==> config.mk <==
export PLATFORM = sky130hd
export DESIGN_NAME = mul_seq_unit
export DESIGN_NICKNAME = d
export VERILOG_FILES = /design/src/rtl/mul_seq_unit_pkg.sv /design/src/rtl/mul_abs_neg.sv /design/src/rtl/mul_seq_unit.sv
export SDC_FILE = /design/constraint.sdc
export NUM_CORES = 1
export LEC_CHECK = 0
export BUFFER_PORTS_ARGS = -buffer_cell sky130_fd_sc_hd__buf_2
export CAP_MARGIN = 5
export CORE_UTILIZATION = 45
export CTS_CLUSTER_SIZE = 14
export DETAILED_ROUTE_END_ITERATION = 6
export PLACE_DENSITY = 0.73
export SLEW_MARGIN = 0
export SYNTH_ARGS = -nofsm -noshare
export SYNTH_HDL_FRONTEND = slang
export SYNTH_HIERARCHICAL = 1
export SYNTH_SLANG_ARGS = --single-unit
==> constraint.sdc <==
create_clock -name Clock -period 4.5 [get_ports Clock]
set_input_delay 0.225 -clock Clock [delete_from_list [all_inputs] [get_ports Clock]]
set_output_delay 0.225 -clock Clock [all_outputs]
set_load 0.01 [all_outputs]
==> src/rtl/mul_seq_unit_pkg.sv <==
// Shared constants and state encoding for the iterative multiplier.
// The CPU decode package also pulls its operand/product widths from here.
package mul_seq_unit_pkg;

    localparam int MUL_WIDTH  = 24;
    localparam int MUL_PROD_W = 2 * MUL_WIDTH;
    localparam int MUL_CNT_W  = 5;

    typedef enum logic [1:0] {
        ST_IDLE  = 2'd0,
        ST_RUN   = 2'd1,
        ST_SIGN  = 2'd2,
        ST_WRITE = 2'd3
    } mul_state_e;

endpackage

==> src/rtl/mul_abs_neg.sv <==
// Conditional two's-complement: passes the operand through, or negates it.
// Serves both as |x| for signed operands and as the final product sign fix.
module mul_abs_neg #(
    parameter int W = 24
) (
    input  logic [W-1:0] operand_s,
    input  logic         negate_s,
    output logic [W-1:0] result_s
);

    // Select the operand or its two's complement
    always_comb begin
        if (negate_s) begin
            result_s = (~operand_s) + {{(W-1){1'b0}}, 1'b1};
        end else begin
            result_s = operand_s;
        end
    end

endmodule

==> src/rtl/mul_seq_unit.sv <==
// Iterative shift-add multiplier feeding the 48-bit multiply-result register.
// Operands are latched on Start in IDLE; the product is written with a
// one-cycle MulWrite strobe after WIDTH iterations plus a sign-fix cycle.
module mul_seq_unit
    import mul_seq_unit_pkg::*;
#(
    parameter int WIDTH = MUL_WIDTH,
    parameter int CNT_W = MUL_CNT_W
) (
    input  logic                 Clock,
    input  logic                 Reset,
    input  logic                 Start,
    input  logic                 Signed,
    input  logic [WIDTH-1:0]     OperandA,
    input  logic [WIDTH-1:0]     OperandB,
    output logic [2*WIDTH-1:0]   WriteData,
    output logic                 MulWrite,
    output logic                 Busy
);

    localparam int PW = 2 * WIDTH;

    mul_state_e         state_r;
    mul_state_e         state_next_s;
    logic [CNT_W-1:0]   cnt_r;
    logic [CNT_W-1:0]   cnt_next_s;
    logic [PW-1:0]      acc_r;
    logic [PW-1:0]      acc_next_s;
    logic [WIDTH-1:0]   mcand_r;
    logic [WIDTH-1:0]   mcand_next_s;
    logic [WIDTH-1:0]   mplier_r;
    logic [WIDTH-1:0]   mplier_next_s;
    logic               neg_r;
    logic               neg_next_s;

    logic [WIDTH-1:0]   mag_a_s;
    logic [WIDTH-1:0]   mag_b_s;
    logic               neg_a_s;
    logic               neg_b_s;
    logic [PW-1:0]      acc_fixed_s;
    logic [WIDTH:0]     add_sum_s;

    logic [PW-1:0]      write_data_r;
    logic               mul_write_r;
    logic               busy_r;

    assign neg_a_s = Signed & OperandA[WIDTH-1];
    assign neg_b_s = Signed & OperandB[WIDTH-1];

    // Operand magnitudes; -2^(WIDTH-1) maps to 2^(WIDTH-1), which still fits unsigned
    mul_abs_neg #(.W(WIDTH)) u_abs_a (
        .operand_s (OperandA),
        .negate_s  (neg_a_s),
        .result_s  (mag_a_s)
    );

    mul_abs_neg #(.W(WIDTH)) u_abs_b (
        .operand_s (OperandB),
        .negate_s  (neg_b_s),
        .result_s  (mag_b_s)
    );

    // Final sign correction of the unsigned product
    mul_abs_neg #(.W(PW)) u_sign_fix (
        .operand_s (acc_r),
        .negate_s  (neg_r),
        .result_s  (acc_fixed_s)
    );

    // One shift-add step: WIDTH+1-bit add so the carry is shifted in, never lost
    always_comb begin
        if (mplier_r[0]) begin
            add_sum_s = {1'b0, acc_r[PW-1:WIDTH]} + {1'b0, mcand_r};
        end else begin
            add_sum_s = {1'b0, acc_r[PW-1:WIDTH]};
        end
    end

    // Next-state and datapath update for IDLE -> RUN -> SIGN -> WRITE
    always_comb begin
        state_next_s  = state_r;
        cnt_next_s    = cnt_r;
        acc_next_s    = acc_r;
        mcand_next_s  = mcand_r;
        mplier_next_s = mplier_r;
        neg_next_s    = neg_r;
        case (state_r)
            ST_IDLE: begin
                if (Start) begin
                    mcand_next_s  = mag_a_s;
                    mplier_next_s = mag_b_s;
                    neg_next_s    = Signed & (OperandA[WIDTH-1] ^ OperandB[WIDTH-1]);
                    acc_next_s    = {PW{1'b0}};
                    cnt_next_s    = {CNT_W{1'b0}};
                    state_next_s  = ST_RUN;
                end else begin
                    state_next_s  = ST_IDLE;
                end
            end
            ST_RUN: begin
                acc_next_s    = {add_sum_s, acc_r[WIDTH-1:1]};
                mplier_next_s = {1'b0, mplier_r[WIDTH-1:1]};
                cnt_next_s    = cnt_r + {{(CNT_W-1){1'b0}}, 1'b1};
                if (cnt_r == CNT_W'(WIDTH - 1)) begin
                    state_next_s = ST_SIGN;
                end else begin
                    state_next_s = ST_RUN;
                end
            end
            ST_SIGN: begin
                acc_next_s   = acc_fixed_s;
                state_next_s = ST_WRITE;
            end
            ST_WRITE: begin
                state_next_s = ST_IDLE;
            end
            default: begin
                state_next_s = ST_IDLE;
            end
        endcase
    end

    // FSM and datapath registers
    always_ff @(posedge Clock or posedge Reset) begin
        if (Reset) begin
            state_r  <= ST_IDLE;
            cnt_r    <= {CNT_W{1'b0}};
            acc_r    <= {PW{1'b0}};
            mcand_r  <= {WIDTH{1'b0}};
            mplier_r <= {WIDTH{1'b0}};
            neg_r    <= 1'b0;
        end else begin
            state_r  <= state_next_s;
            cnt_r    <= cnt_next_s;
            acc_r    <= acc_next_s;
            mcand_r  <= mcand_next_s;
            mplier_r <= mplier_next_s;
            neg_r    <= neg_next_s;
        end
    end

    // Registered outputs, timed to coincide with the state they describe
    always_ff @(posedge Clock or posedge Reset) begin
        if (Reset) begin
            write_data_r <= {PW{1'b0}};
            mul_write_r  <= 1'b0;
            busy_r       <= 1'b0;
        end else begin
            if (state_next_s == ST_WRITE) begin
                write_data_r <= acc_next_s;
            end else begin
                write_data_r <= write_data_r;
            end
            mul_write_r <= (state_next_s == ST_WRITE);
            busy_r      <= (state_next_s != ST_IDLE);
        end
    end

    assign WriteData = write_data_r;
    assign MulWrite  = mul_write_r;
    assign Busy      = busy_r;

endmodule

==> results of run 1 <==
## flip-flops by register name, summed over array words and instances, names as in the netlist
name / cells
Busy: 1
mcand_r: 24
MulWrite: 1
state_r: 2
WriteData: 48
acc_r: 48
mplier_r: 24
cnt_r: 5
neg_r: 1
## tightest hold or removal path: stages
cell	delay, ns
buf_2	0.11
nand2_1	0.05
nand2_1	0.05
## power groups by stage
stage	combinational, mW	sequential (mW)	clock (mW)
2_1_floorplan	3.19	2.42	0
3_3_place_gp	3.77	2.61	0
6_report	3.93	2.64	1.54
5_1_grt	4.38	2.73	1.62
3_5_place_dp	3.87	2.64	0
4_1_cts	3.91	2.63	1.56
## per-layer routing
layer	track usage (%)	routed length, um	up-vias
li1	-	-	4373
met1	30.6	12100	4208
met2	34.3	11200	253
met3	3.01	1170	22
met4	6.11	361	0
met5	0	0	-
## kinds of logic (layout without fill, tap and decap cells)
logic type      Yosys count  count (layout)  share of synthesized area [%]
compound gates          276             276                           19.3
mux                      43              43                           4.34
fa+ha+maj                29              29                           3.64
simple gates            489             489                           21.9
flops                   154             154                           37.9
buf+inv                  88             161                           3.61
xor+xnor                109             109                           9.38
## worst paths after layout
check / depth (start not counted) / endpoint / start
max: 10 / acc_r[42] / acc_r[20]
min: 3 / mcand_r[0] / OperandA[0]
max reg2reg: 10 / acc_r[42] / acc_r[20]
min reg2reg: 2 / WriteData[31] / WriteData[31]
max in group asynchronous: 4 / acc_r[24] / Reset
min in group asynchronous: 3 / WriteData[3] / Reset
## per-stage QoR
| stage | worst slack [ns] | hold slack [ns] | total power [mW] |
|---|---|---|---|
| 2_1_floorplan | 0.125 | 0.358 | 5.61 |
| 3_3_place_gp | 1.61 | 0.443 | 6.38 |
| 3_5_place_dp | 1.53 | 0.447 | 6.51 |
| 4_1_cts | 1.48 | 0.0264 | 8.10 |
| 5_1_grt | 1.27 | 0.0542 | 8.73 |
| 6_report | 1.44 | 0.0390 | 8.11 |
## cell type report
| cell class | instances | area, um^2 |
|---|---|---|
| clock buffer | 17 | 425 |
| tap | 280 | 350 |
| sequential | 154 | 3860 |
| clock inverter | 15 | 200 |
| timing repair buffer | 112 | 591 |
| inverter | 17 | 68.8 |
| multi-input combinational | 946 | 5960 |
| fill | 2080 | 10600 |
## cells in the final DEF, fill, tap and decap left out, types with 33 or more instances in the layout
cell type  count
nand2_1      282
dfrtp_1      152
buf_2        101
xnor2_1       98
nor2_1        78
a21oi_1       50
a221oi_1      41
o21ai_0       40
mux2i_1       34
o31ai_1       33
## repair_timing
| action | CTS | global route |
|---|---|---|
| hold buffers | 1 | 0 |
| buffers inserted | 0 | 0 |
| hold endpoints to repair | 54 | 0 |
==> results.yml, run 1 <==
finish:
  drive_above_1_share_pct: 15.4
  antenna_cells: 0
  synthToLayoutAreaGrowth_pct: 12.5
  fin_util_pct: 52.0
  nNetsFinal: 1329
  stdcell_area_um2: 11500
  post_layout_nonfiller_instances: 1541
route:
  wire_per_inst_um: 16.1
  dr.pass1.iters: 7
  drtAntennaViolNets: 0
  via_per_inst: 5.75
  drc: 6
  wl_mm: 24.8
  via_count: 8856
  drt_iter0_markers: 699
synth:
  syn_nets: 1269
  synth.top_cell.area_share_pct: 37.9
  syn_area_per_cell_um2: 8.57
  ys_seq_area_share_pct: 37.9
  synth_most_common_cell: "nand2_1"
  synth-edff-count: 0
  async_reset_ff_share_pct: 100
  synth_largest_area_cell: "dfrtp_1"
  synth-seq-cells: 154
  synth_area_um2: 10200
  postSynthCellCount: 1188
  netlist_top_cells_count: "282 x nand2_1, 154 x dfrtp_1, 98 x xnor2_1"
  yosys_warnings: 6
  synthTopCellsByArea: "dfrtp_1 38%, nand2_1 10%, xnor2_1 8.4%, a221oi_1 3.5%, ha_1 3.4%"
  ys_types: 67
  synth_ff_type: "dfrtp_1"
setup_path:
  critPathRequiredTime_ns: 4.86
  crit_family: "simple AND/OR/NAND/NOR gates"
  ff2ff_setup_slack_ns: 1.44
  worstSetupEndpointType: "flip-flop"
  slowest_delay_ns: 0.74
  crit_path_start_kind: "flip-flop"
  crit_buf_inv: 0
  crit_type: "reg -> reg"
  crit_chain: "or4_1, nor4_4, nand4_1, o31ai_2, xnor2_1, o21ai_0, nand3_1, nor2_1, mux2_1, nor2_1"
  arrival_ns: 3.42
  critPathSlowestCell: "or4_1"
  cp_max_fo: 7
  cp_common_cell: "nor2_1"
global_route:
  grt_pass1_vias: 8297
  grt_start_max_net_pins: 95
  grt_overflow: 0
  antenna_found_initial: 0
  grt_pass1_wl_mm: 41.2
  grtUsageTotal_pct: 21.6
clock_tree:
  root_buffer: "clkbuf_16"
  cts_tree: "done"
  htree_num_levels: 4
  cts_buffers: 17
  cts_buffer_depth: 2
  cts-resized-gates: 0
  clock-sinks: 154
  insertion_delay_ns: 0.43
  cts.clk_slew.worst_paths_ns: 0.07
place:
  gp_congestion: 0.902
  port_buffers: 101
  dpl_cell_area_um2: 10800
  dp_cells: 1508
  dp_hpwl_mm: 17.4
timing:
  period_share_pct: 68.1
  final.setup.tns_ns: 0
  max_freq_mhz: 327
  slew_viol_final: 0
  hold_viol: 0
  finalCriticalPeriod_ns: 3.06
  relSlewSlack_pct: 26.2
  worstMarginPinSlew_ns: 1.11
  finalSetupViolCount: 0
  rsz0062_at_grt: "no"
  fin_worst_skew_ns: 0.00952
power_and_ir_drop:
  power_frac_clock_pct: 19.0
  p_int_mw: 4.54
  seqPwrFrac_pct: 32.5
  swShare_pct: 44.0
  power.switching_mw: 3.57
  power_density_nw_per_um2: 708
  p_leak_nw: 5.06
  vdd_ir_drop_max_uv: 271
  combPwrFrac_pct: 48.5
floorplanning:
  dieArea_um2: 23200
  ios: 102
  rows: 54
  die_h_um: 152
  start_util_pct: 46.2
  die_x_um: 152
  core-area_um2: 22000
status:
  violations: "DRC"
  status: "finished, violations left"
worst_hold_path:
  hold_class: "in -> reg"
run:
  max-cap-violations: 0
Power figures use the tool's default switching activity.
==> inputs of run 2 (changes only) <==
--- a/config.mk
+++ b/config.mk
@@ -5,12 +5,13 @@
 export SDC_FILE = /design/constraint.sdc
 export NUM_CORES = 1
 export LEC_CHECK = 0
+export ABC_AREA = 1
 export BUFFER_PORTS_ARGS = -buffer_cell sky130_fd_sc_hd__buf_2
 export CAP_MARGIN = 5
 export CORE_UTILIZATION = 45
 export CTS_CLUSTER_SIZE = 14
 export DETAILED_ROUTE_END_ITERATION = 6
-export PLACE_DENSITY = 0.73
+export PLACE_DENSITY = 0.7
 export SLEW_MARGIN = 0
 export SYNTH_ARGS = -nofsm -noshare
 export SYNTH_HDL_FRONTEND = slang
==> constraint.sdc (replaced) <==
create_clock -name Clock -period 3.1 [get_ports Clock]
set_input_delay 0.155 -clock Clock [delete_from_list [all_inputs] [get_ports Clock]]
set_output_delay 0.155 -clock Clock [all_outputs]
set_load 0.01 [all_outputs]
==> run 2 against run 1 <==
The run now ends clean. Synthesized cell count grew 44%. Non-clock buffer count grew 2. Largest power group unchanged. Global-route usage is 4.3 points higher. Via count grew 26%.
==> results.yml, run 2 <==
finish:
  fin_util_pct: 51.9
  synthToLayoutAreaGrowth_pct: 12.0
  antenna_cells: 0
  drive_above_1_share_pct: 13.1
  nNetsFinal: 1876
  final_cell_mix: "657 x nand2_1, 187 x inv_1, 183 x nor2_1, 154 x dfrtp_1, 101 x buf_2"
  final_common_cell: "nand2_1"
power_and_ir_drop:
  vdd_ir_drop_max_uv: 673
  finalPower_mw: 14.7
  p_leak_nw: 6.76
  power_density_nw_per_um2: 1160
global_route:
  grt_pass1_vias: 10400
  grt_overflow: 0
  antenna_found_initial: 0
  grt_start_max_net_pins: 53
  grt_pass1_wl_mm: 53.3
  grtUsageTotal_pct: 25.8
setup_path:
  worstSetupEndpointType: "flip-flop"
  arrival_ns: 2.60
  cp_max_fo: 7
  critPathRequiredTime_ns: 3.40
  crit_type: "reg -> reg"
  ff2ff_setup_slack_ns: 0.80
  crit_path_start_kind: "flip-flop"
route:
  dr.pass1.iters: 5
  via_count: 11100
  drtAntennaViolNets: 0
  drt_iter0_markers: 942
  drc: 0
  wire_per_inst_um: 15.2
  wl_mm: 32.5
  via_per_inst: 5.22
timing:
  slew_viol_final: 0
  relSlewSlack_pct: 44.6
  fin_worst_skew_ns: 0.0142
  setup_ws_ns: 0.802
  worstMarginPinSlew_ns: 0.830
  final.setup.tns_ns: 0
  hold_viol: 0
  finalSetupViolCount: 0
  max_freq_mhz: 435
  rsz0062_at_grt: "no"
  period_share_pct: 74.1
  finalCriticalPeriod_ns: 2.30
synth:
  synth-seq-cells: 154
  ys_types: 45
  synth_ff_type: "dfrtp_1"
  synth.top_cell.area_share_pct: 33.9
  postSynthCellCount: 1711
  synth_largest_area_cell: "dfrtp_1"
  netlist_top_cells_count: "657 x nand2_1, 188 x inv_1, 183 x nor2_1"
  synthTopCellsByArea: "dfrtp_1 34%, nand2_1 22%, inv_1 6.2%, nor2_1 6.0%, nand3_1 3.7%"
  synth_most_common_cell: "nand2_1"
  syn_nets: 1792
  synth-edff-count: 0
  syn_area_per_cell_um2: 6.64
  async_reset_ff_share_pct: 100
  yosys_warnings: 6
  synth_area_um2: 11400
  ys_seq_area_share_pct: 33.9
clock_tree:
  htree_num_levels: 4
  insertion_delay_ns: 0.44
  hold_buffers: 2
  root_buffer: "clkbuf_16"
  cts-resized-gates: 0
  cts_buffers: 17
  cts_tree: "done"
  clock-sinks: 154
  cts.clk_slew.worst_paths_ns: 0.07
  cts_setup_buffers: 0
  cts_buffer_depth: 2
place:
  post-place-ws_ns: 0.851
  dp_hpwl_mm: 24.8
  port_buffers: 101
  gp_congestion: 0.953
floorplanning:
  die_x_um: 161
  die_h_um: 161
  start_util_pct: 46.3
  rows: 57
  core-area_um2: 24500
  ios: 102
  dieArea_um2: 25900
run:
  max-cap-violations: 0
worst_hold_path:
  hold_class: "in -> reg"
status:
  status: "completed"
run 2: cell count changes in the layout (fill, tap and decap cells not counted), moves of 34 or more:
cell      change
nand3_1      +59
inv_1       +172
mux2i_1      -34
a221oi_1     -40
nand4_1      +37
xnor2_1      -73
nand2_1     +375
nor2_1      +105
run 2: metrics by stage:
stage          std cells  cell area (um^2)  hold WS (ns)
2_1_floorplan       1711             11400         0.340
3_3_place_gp        2098             12100         0.313
3_5_place_dp        2098             12100         0.326
4_1_cts             2132             12700        0.0144
5_1_grt             2132             12700        0.0340
6_report            2132             12700        0.0152
run 2: power by group:
part / switching, mW / leakage (nW) / internal [mW] / total, mW
Clock: 0.956 / 0.278 / 1.13 / 2.08
Sequential: 0.946 / 1.88 / 2.93 / 3.87
Combinational: 5.67 / 4.60 / 3.09 / 8.76
Total: 7.57 / 6.76 / 7.15 / 14.7
run 2: cell families after synthesis:
logic type               synth area share (%)
AND/OR/NAND/NOR                          40.2
AO/OA/AOI/OAI                            9.30
adder cells (fa/ha/maj)                  3.26
XOR/XNOR                                 4.55
buffers and inverters                    8.83
flip-flops                               33.9
run 2: path summary, 6_finish.rpt:
| path | from | end | cells after the start |
|---|---|---|---|
| setup / recovery | acc_r[24] | acc_r[41] | 11 |
| max in group asynchronous | Reset | WriteData[43] | 4 |
| setup reg to reg | acc_r[24] | acc_r[41] | 11 |
| hold / removal | OperandB[0] | mplier_r[0] | 3 |
| min in group asynchronous | Reset | WriteData[25] | 3 |
| hold reg to reg | WriteData[40] | WriteData[40] | 2 |
run 2: critical path, stage by stage (launching register included):
cell and delay (ns):
dfrtp_1 0.47, ha_1 0.28, inv_1 0.07, fa_1 0.41, nor2_1 0.18, nand3_1 0.17
nor2_1 0.14, nor2_1 0.07, nand3_1 0.06, nand2_1 0.05, o21ai_1 0.15, nand4_1 0.10
run 2: layout make-up:
type	instances	area, um^2
Timing Repair Buffer	114	646
Inverter	198	747
Multi-Input combinational cell	1310	6510
Clock buffer	18	429
Clock inverter	14	143
Sequential cell	154	3850
Fill cell	2484	11800
Tap cell	324	405
run 2: layer usage:
metal | up-vias | wire (um) | track usage [%]
li1 | 5607 | - | -
met5 | - | 0 | 0
met3 | 53 | 1630 | 3.28
met4 | 0 | 993 | 9.61
met2 | 316 | 14600 | 41.5
met1 | 5146 | 15200 | 35.4
